[src/rtl/cmn_reg_arb_pkg.sv]
// rtl/cmn_reg_arb_pkg.sv - shared types and helpers for the register-bank arbiter
package cmn_reg_arb_pkg;

  typedef enum logic {
    IDLE   = 1'b0,
    LOCKED = 1'b1
  } arb_state_e;

  // 32-bit one-hot of idx; all-zero when idx falls outside [0, n)
  function automatic logic [31:0] onehot(input int idx, input int n);
    logic [31:0] v;
    v = '0;
    if (idx >= 0 && idx < n && idx < 32) begin
      v = 32'd1 << idx;
    end
    return v;
  endfunction

endpackage

[src/rtl/cmn_rr_priority_sel.sv]
// rtl/cmn_rr_priority_sel.sv - round-robin priority select: first request at or after ptr, with wrap
module cmn_rr_priority_sel #(
  parameter int p_n = 4,
  parameter int p_w = $clog2(p_n)
) (
  input  logic [p_n-1:0] req,
  input  logic [p_w-1:0] ptr,
  output logic [p_n-1:0] gnt,
  output logic [p_w-1:0] idx
);

  logic           found;
  int             pos;
  logic [p_w-1:0] sel;

  // Wrap is done by subtraction so non-power-of-two p_n works
  always_comb begin
    gnt   = '0;
    idx   = '0;
    found = 1'b0;
    pos   = 0;
    sel   = '0;
    for (int k = 0; k < p_n; k++) begin
      pos = int'(ptr) + k;
      if (pos >= p_n) begin
        pos = pos - p_n;
      end
      sel = p_w'(pos);
      if (!found && req[sel]) begin
        found    = 1'b1;
        gnt[sel] = 1'b1;
        idx      = sel;
      end
    end
  end

endmodule

[src/rtl/cmn_reg_bank_arbiter.sv]
// rtl/cmn_reg_bank_arbiter.sv - round-robin, burst-lockable write arbiter in front of a register bank
module cmn_reg_bank_arbiter
  import cmn_reg_arb_pkg::*;
#(
  parameter int                 p_num_reqs    = 4,
  parameter int                 p_num_regs    = 8,
  parameter int                 p_nbits       = 32,
  parameter logic [p_nbits-1:0] p_reset_value = '0,
  parameter int                 p_max_burst   = 4,
  localparam int                AW            = $clog2(p_num_regs)
) (
  input  logic                            clk,
  input  logic                            reset,
  input  logic [p_num_reqs-1:0]           req_val,
  input  logic [p_num_reqs-1:0]           req_lock,
  input  logic [p_num_reqs*AW-1:0]        req_addr,
  input  logic [p_num_reqs*p_nbits-1:0]   req_data,
  output logic [p_num_reqs-1:0]           req_rdy,
  input  logic [AW-1:0]                   rd_addr,
  output logic [p_nbits-1:0]              rd_data,
  output logic [p_num_regs*p_nbits-1:0]   regs_q,
  output logic                            wr_err,
  output logic                            locked
);

  localparam int              PW          = $clog2(p_num_reqs);
  localparam int              CW          = $clog2(p_max_burst + 1);
  localparam logic [AW:0]     NUM_REGS_W  = (AW+1)'(p_num_regs);
  localparam logic [PW-1:0]   LAST_REQ    = PW'(p_num_reqs - 1);
  localparam logic [CW-1:0]   MAX_BURST_W = CW'(p_max_burst);
  localparam bit              LOCK_EN     = (p_max_burst > 1);

  arb_state_e        state_q, state_d;
  logic [PW-1:0]     ptr_q, ptr_d;
  logic [PW-1:0]     owner_q, owner_d;
  logic [CW-1:0]     cnt_q, cnt_d;
  logic              wr_err_q, wr_err_d;

  logic [p_num_reqs-1:0] rr_gnt;
  logic [PW-1:0]         rr_idx;
  logic                  fire;
  logic [PW-1:0]         fire_idx;
  logic [AW-1:0]         fire_addr;
  logic [p_nbits-1:0]    fire_data;
  logic                  fire_lock;
  logic                  addr_oor;

  logic [p_nbits-1:0]    bank [p_num_regs];

  function automatic logic [PW-1:0] next_idx(input logic [PW-1:0] i);
    return (i == LAST_REQ) ? '0 : i + 1'b1;
  endfunction

  cmn_rr_priority_sel #(
    .p_n (p_num_reqs),
    .p_w (PW)
  ) u_rr_sel (
    .req (req_val),
    .ptr (ptr_q),
    .gnt (rr_gnt),
    .idx (rr_idx)
  );

  // Grant never looks at addr/data; reset blanks it combinationally
  always_comb begin
    req_rdy  = '0;
    fire_idx = rr_idx;
    if (state_q == LOCKED) begin
      fire_idx = owner_q;
      req_rdy  = p_num_reqs'(onehot(int'(owner_q), p_num_reqs));
    end else begin
      req_rdy  = rr_gnt;
    end
    if (!reset) begin
      req_rdy = '0;
    end
  end

  assign fire      = |(req_val & req_rdy);
  assign fire_addr = req_addr[fire_idx*AW +: AW];
  assign fire_data = req_data[fire_idx*p_nbits +: p_nbits];
  assign fire_lock = req_lock[fire_idx];
  assign addr_oor  = ({1'b0, fire_addr} >= NUM_REGS_W);

  always_comb begin
    state_d  = state_q;
    ptr_d    = ptr_q;
    owner_d  = owner_q;
    cnt_d    = cnt_q;
    wr_err_d = fire && addr_oor;
    case (state_q)
      IDLE: begin
        if (fire) begin
          if (fire_lock && LOCK_EN) begin
            state_d = LOCKED;
            owner_d = fire_idx;
            cnt_d   = CW'(1);
          end else begin
            ptr_d   = next_idx(fire_idx);
          end
        end
      end
      LOCKED: begin
        if (fire && fire_lock && (cnt_q + 1'b1 < MAX_BURST_W)) begin
          cnt_d   = cnt_q + 1'b1;
        end else begin
          // Covers unlocking beat, final allowed beat, and owner dropping val
          state_d = IDLE;
          ptr_d   = next_idx(owner_q);
          cnt_d   = '0;
        end
      end
      default: begin
        state_d = IDLE;
      end
    endcase
  end

  always_ff @(posedge clk or negedge reset) begin
    if (!reset) begin
      state_q  <= IDLE;
      ptr_q    <= '0;
      owner_q  <= '0;
      cnt_q    <= '0;
      wr_err_q <= 1'b0;
    end else begin
      state_q  <= state_d;
      ptr_q    <= ptr_d;
      owner_q  <= owner_d;
      cnt_q    <= cnt_d;
      wr_err_q <= wr_err_d;
    end
  end

  for (genvar r = 0; r < p_num_regs; r++) begin : g_reg
    logic               en;
    logic [p_nbits-1:0] val_q, val_d;

    assign en = fire && (fire_addr == AW'(r));

    always_comb begin
      val_d = val_q;
      if (en) begin
        val_d = fire_data;
      end
    end

    always_ff @(posedge clk or negedge reset) begin
      if (!reset) begin
        val_q <= p_reset_value;
      end else begin
        val_q <= val_d;
      end
    end

    assign bank[r]                        = val_q;
    assign regs_q[r*p_nbits +: p_nbits]   = val_q;
  end

  always_comb begin
    rd_data = '0;
    if ({1'b0, rd_addr} < NUM_REGS_W) begin
      rd_data = bank[rd_addr];
    end
  end

  assign wr_err = wr_err_q;
  assign locked = (state_q == LOCKED);

endmodule

[config.mk]
export PLATFORM = sky130hd
export DESIGN_NAME = cmn_reg_bank_arbiter
export DESIGN_NICKNAME = d
export VERILOG_FILES = /design/src/rtl/cmn_reg_arb_pkg.sv /design/src/rtl/cmn_rr_priority_sel.sv /design/src/rtl/cmn_reg_bank_arbiter.sv
export SDC_FILE = /design/constraint.sdc
export NUM_CORES = 1
export LEC_CHECK = 0
export BUFFER_PORTS_ARGS = -buffer_cell sky130_fd_sc_hd__buf_4
export CORE_AREA = 2 2 175 177
export DETAILED_ROUTE_END_ITERATION = 16
export DIE_AREA = 0 0 177 179
export GPL_TIMING_DRIVEN = 0
export PLACE_DENSITY = 0.8
export SLEW_MARGIN = 20
export SYNTH_ARGS = -nofsm -noshare
export SYNTH_HDL_FRONTEND = slang
export SYNTH_SLANG_ARGS = --single-unit
[constraint.sdc]
create_clock -name clk -period 6 [get_ports clk]
set_input_delay 0.3 -clock clk [delete_from_list [all_inputs] [get_ports clk]]
set_output_delay 0.3 -clock clk [all_outputs]
set_load 0.05 [all_outputs]
== After elaboration in Yosys (flattened, before gate mapping) ==
Cells that the tools add are included.
Operators by class
  magnitude comparators: 15
  shift operators: 3
  multipliers: 1
  reduce and logical (&&, ||, !) cells: 25
  mux-type cells: 53
  equal/unequal tests: 13
  bitwise logic cells: 6
  add/sub/neg operators: 10
Operator list (number)
  $shiftx 128x8->32: 1
  $bmux 32 s3: 1
  $mux 32: 2
  $mux 2: 14
  $mux 4: 6
  $logic_and 1x1->1: 17
  $lt 2x3->1 const B: 5
  $mux 1: 15
  $eq 3x3->1 const B: 4
  $or 4x4->4: 3
  $shiftx 12x5->3: 1
  $bmux 1 s2: 5
  $ge 3x3->1 const B: 3
  $mux 3: 3
  $demux 1 s2: 4
  $ge 2x1->1 const B: 4
  $ne 2x2->1 const B: 4
  $sub 2x1->2 const B: 4
  $add 2x2->3 const B: 2
  $eq 3x2->1 const B: 2
  $pmux 3 s2: 1
  $reduce_and 3->1: 2
  $add 2x1->2 const B: 2
  $and 4x4->4: 1
  17 further kinds: 20
Word-level totals
  logic and storage cells: 138
  output and inout bits: 294
  register bits: 264
  input port bits: 153

== Logic depth before layout (Yosys ltp) ==
  word-level depth: 22
  mapped depth: 15
  mapped depth without buffers: 11

== By module ==
From an unflattened synthesis, not the netlist that was laid out.
Unflattened totals
  cells, all modules: 819
  area total of the unflattened synthesis: 13405.4 sq um
By module, submodules not included
  cmn_reg_bank_arbiter: instances 1, cells each 771, area an instance 13001.2 sq um
  cmn_rr_priority_sel: instances 1, cells each 48, area an instance 404.1 sq um

== Least setup slack after synthesis ==
OpenSTA, ideal clock, no wires.
  kind: register to register
  start: register ptr_q[1]
  end: register g_reg[6].val_q[21]
  path buffers: 2
  data required time: 5.875 ns
  data arrival time: 3.746 ns
  slack: 2.129 ns
  stages on the path, launching flop included: 13
  path through: dfrtp_1 -> clkbuf_1 -> inv_1 -> ha_1 -> mux4_2 -> nor2b_4 -> a22oi_1 -> or4b_1 -> and4_1 -> or3_4 -> nor3b_4 -> buf_6 -> mux2_2
On the way
  cells in the longest elaborated chain, start to end: 19
Ends and longest elaborated chain
  start, declared: line cmn_reg_bank_arbiter.sv:34  | logic [PW-1:0] ptr_q, ptr_d;
  start signal, assigned: line cmn_reg_bank_arbiter.sv:128  | ptr_q <= ptr_d;
  parallel branches: the longest is 19 deep, another holds $add 2x1->3
  end signal, assigned: line cmn_reg_bank_arbiter.sv:150  | val_q <= p_reset_value;
  end signal, assigned: line cmn_reg_bank_arbiter.sv:152  | val_q <= val_d;
  end, declared: line cmn_reg_bank_arbiter.sv:137  | logic [p_nbits-1:0] val_q, val_d;
Parallel ways; which one is timed is not known. The select of a mux whose other input is x is not followed.
A chain may end at the register's enable or synchronous reset.

== Worst setup path in the final report ==
  start: register ptr_q[1]
  end: register g_reg[3].val_q[6]
On the way
  cells in the longest elaborated chain, start to end: 19
Ends and longest elaborated chain (line)
  parallel branches: the longest is 19 deep, another holds $add 2x1->3
  end signal, assigned: cmn_reg_bank_arbiter.sv:150
  end signal, assigned: cmn_reg_bank_arbiter.sv:152
  end, declared: cmn_reg_bank_arbiter.sv:137
Parallel ways; which one is timed is not known. The select of a mux whose other input is x is not followed.

==> key figures <==
Outcome
  • Status: completed

Synthesis
  • Cell variety after synth: 50
  • FFs w/ async S/R, synth: 100%
  • Dominant cell type by area after synthesis: dfrtp_1
  • Synthesized area: between 10000 and 15000 um^2
  • Synth Area in Compound Gates: roughly 3.6%
  • Syn Inst Count: between 900 and 1000
  • Synthesized-area fraction occupied by adder cells: 1.27%
  • Synth top area share: ~48%
  • Syn avg cell area: 14.3 um^2
  • Synth Area in Simple Gates: 4.05%
  • Proportion of synthesized area in mux cells: ~40%
  • Post-synth EDFFs: 0
  • Post-Synth XOR/XNOR Area: less than 1%
  • Flops & latches, synth: around 260
  • Most used DFF post-synth: dfrtp_1
  • Synth warn: 0
  • Sequential-to-total area share from yosys stat: a little under half
  • Syn nets: 1134
  • Largest family of logic cells by synthesized area: multiplexers
  • Top post-synthesis cells by area: dfrtp_1, mux2_2, mux4_2

Placement
  • Gpl congestion: 0.869
  • # port buffers: 442
  • DP HPWL: around 34000 um
  • Dpl cells: 1807
  • Place WS: 1.04 ns

STA
  • Max-slew violations: 0
  • Post-route setup slack: between 1 and 1.5 ns
  • Worst setup skew after layout: between 0.015 and 0.02 ns
  • Least-Margin Pin Slew: 1.06 ns
  • Max-Slew Margin vs Limit: 29.1%
  • Count of final setup violators: 0
  • Post-layout minimum cycle time: 4.99 ns
  • Fmax: 200 MHz
  • Fin. Hold Viols: 0
  • RSZ-0062 raised after global routing: no
  • Final period utilization: around 83%
  • Total Neg Setup Slack: 0 ns

Min path
  • Tightest Hold Check Type: input port to flip-flop

Global routing
  • Initial antenna violation count: 1
  • Grt met2 use: 50.2%
  • Largest net degree at the start of global routing: slightly above 100
  • Gr usage total: 28.8%
  • Gr busiest metal: met2
  • GR Util met3: 5.94%
  • Met1 Resource Use GR: 36.2%
  • GRT Residual Overflow: 0
  • First-pass GRT wire length: a little under 70000 um
  • Vias in the first global route: roughly 11000

Routing
  • Antenna-violating nets left: 0
  • Initial DRC count: between 600 and 700
  • Vias: between 10000 and 15000
  • DR vias/cell: between 5 and 6
  • DR WL/cell: approximately 25 um
  • DRT Pass-1 Iters: 4
  • WL final: around 47000 um
  • Residual DRC: 0

Setup path
  • Slowest cell on crit path: nor3_2
  • Crit path buffers/inverters: 3
  • Worst EP arrival: 5.41 ns
  • Slowest stage delay, CP: between 0.7 and 0.8 ns
  • Worst Setup End Kind: flip-flop
  • CP cell instances: clkbuf_1 > inv_1 > ha_1 > mux4_2 > nor2b_4 > o21ai_1 > a22o_1 > a221oi_1 > o21ai_0 > nor3_2 > buf_2 > mux2_2
  • Req. time, crit path: approximately 6.4 ns
  • CP delay by family, top: compound AO/OA/AOI/OAI gates
  • CP Class: flip-flop to flip-flop
  • Peak fanout along the critical path: 10
  • CP Launch Type: flip-flop

Floorplanning
  • Die Span Y: around 180 um
  • Core area: ~30000 um^2
  • Starting Density: approximately 46%
  • Die width: between 150 and 200 um
  • Core Rows: between 60 and 70
  • Boundary pin count: 447
  • Die area: approximately 32000 um^2

Clocking
  • CTS sink cnt: approximately 260
  • Root Driver: clkbuf_16
  • H-tree depth: 1
  • Clk_lat worst skew: between 0.5 and 0.6 ns
  • CTS tree: done
  • Cts hold-fix bufs: 1
  • Post-CTS Setup Bufs: 0
  • CTS buffer count: 29
  • Worst-path clk slew: around 0.06 ns
  • Max clock buf depth: 3
  • Post_cts resized: 0

Finish
  • Post-layout util: roughly 62%
  • Area grow syn2layout: 35.2%
  • Finished Layout Cells: between 1500 and 2000
  • Share of layout cells above drive strength 1: 62.6%
  • Final net count: 1610

Run
  • MaxCap Viol Count: 0
==> through the flow <==
stage / hold WS [ns] / instance area [um^2]
2_1_floorplan: 0.00441 / 13800
3_3_place_gp: 0.494 / 17600
3_5_place_dp: 0.349 / 17700
4_1_cts: 0.293 / 18700
5_1_grt: 0.356 / 18700
6_report: 0.306 / 18700
==> tightest hold or removal path, cell delays in order <==
cell     delay, ns
buf_4         0.08
and2_1        0.12
o221a_2       0.25
nor3b_1       0.06
==> routing by layer <==
metal	vias to the layer above	part of all wire, %
met3	83	7.2
met2	478	51
li1	4586	-
met1	5479	39
met4	0	3.1
met5	-	0
==> final cells by class <==
class | count | area [um^2]
fill | 2310 | 11400
tap | 396 | 495
clock buffer | 40 | 847
inverter | 9 | 33.8
timing repair buffer | 445 | 3390
sequential | 264 | 6610
multi-input combinational | 624 | 6790
buffer | 70 | 384
clock inverter | 13 | 125
antenna | 1 | 2.50
==> cell usage in the layout, fill, tap and decap left out, drive strengths merged, types with 3 or more instances in the layout <==
master	count
and2	4
clkinv	9
inv	10
nor3	4
nand4	9
a21oi	46
a221oi	3
nor2	38
nand2	14
a22oi	6
dfrtp	264
nand3b	4
nand2b	5
clkbuf	63
nor3b	7
mux2	322
ha	14
a22o	5
mux4	67
buf	491
mux2i	40
nor2b	3
o21ai	8
==> registers in the layout, summed over array words and instances, names as in the netlist <==
signal / count
g.val_q: 256
owner_q: 2
ptr_q: 2
locked: 1
cnt_q: 3
==> synth_stat cells (2+ instances only) <==
cell type    n
nor3b_4      2
nand3_1      2
buf_1        8
a21oi_1     46
buf_2       19
nor3b_2      2
o21a_1       2
nand3b_1     3
dfrtp_1    264
nand2b_1     5
mux2_1      16
nor3_2       2
a31oi_1      2
and3b_1      2
a22oi_1      6
buf_4       14
mux2i_1     40
a221oi_1     3
and2_1       4
nand2_1     14
mux2_2     306
nor2b_1      2
nor3_1       2
mux4_2      67
o211ai_1     2
ha_1        14
buf_6        6
inv_1        9
or4b_1       2
nor2_1      38
a22o_1       5
clkbuf_1    23
nor3b_1      3
o21ai_0      7
nand4_1      9
o22ai_1      2
==> worst paths after layout <==
kind                                 startpoint                              to  slack, ns  depth (start not counted)
setup / recovery           ptr_q[1]$_DFFE_PN0P_   g_reg[3].val_q[6]$_DFFE_PN0P_       1.01                         12
hold / removal                      req_lock[1]            cnt_q[2]$_DFFE_PN0P_       0.31                          4
setup reg to reg           ptr_q[1]$_DFFE_PN0P_   g_reg[3].val_q[6]$_DFFE_PN0P_       1.01                         12
hold reg to reg            cnt_q[0]$_DFFE_PN0P_            cnt_q[0]$_DFFE_PN0P_       0.52                          1
max in group asynchronous                 reset  g_reg[2].val_q[15]$_DFFE_PN0P_       4.68                          3
min in group asynchronous                 reset   g_reg[7].val_q[3]$_DFFE_PN0P_       0.33                          2
==> kinds of logic after synthesis <==
| family | count (synthesis) |
|---|---|
| fa+ha+maj | 14 |
| mux | 429 |
| xor+xnor | 2 |
| other cells | 1 |
| flops | 264 |
| compound gates | 82 |
| simple gates | 96 |
| buf+inv | 79 |
Power is not shown: default switching activity piles up to over one toggle a cycle in this logic, so the estimate is an artifact.
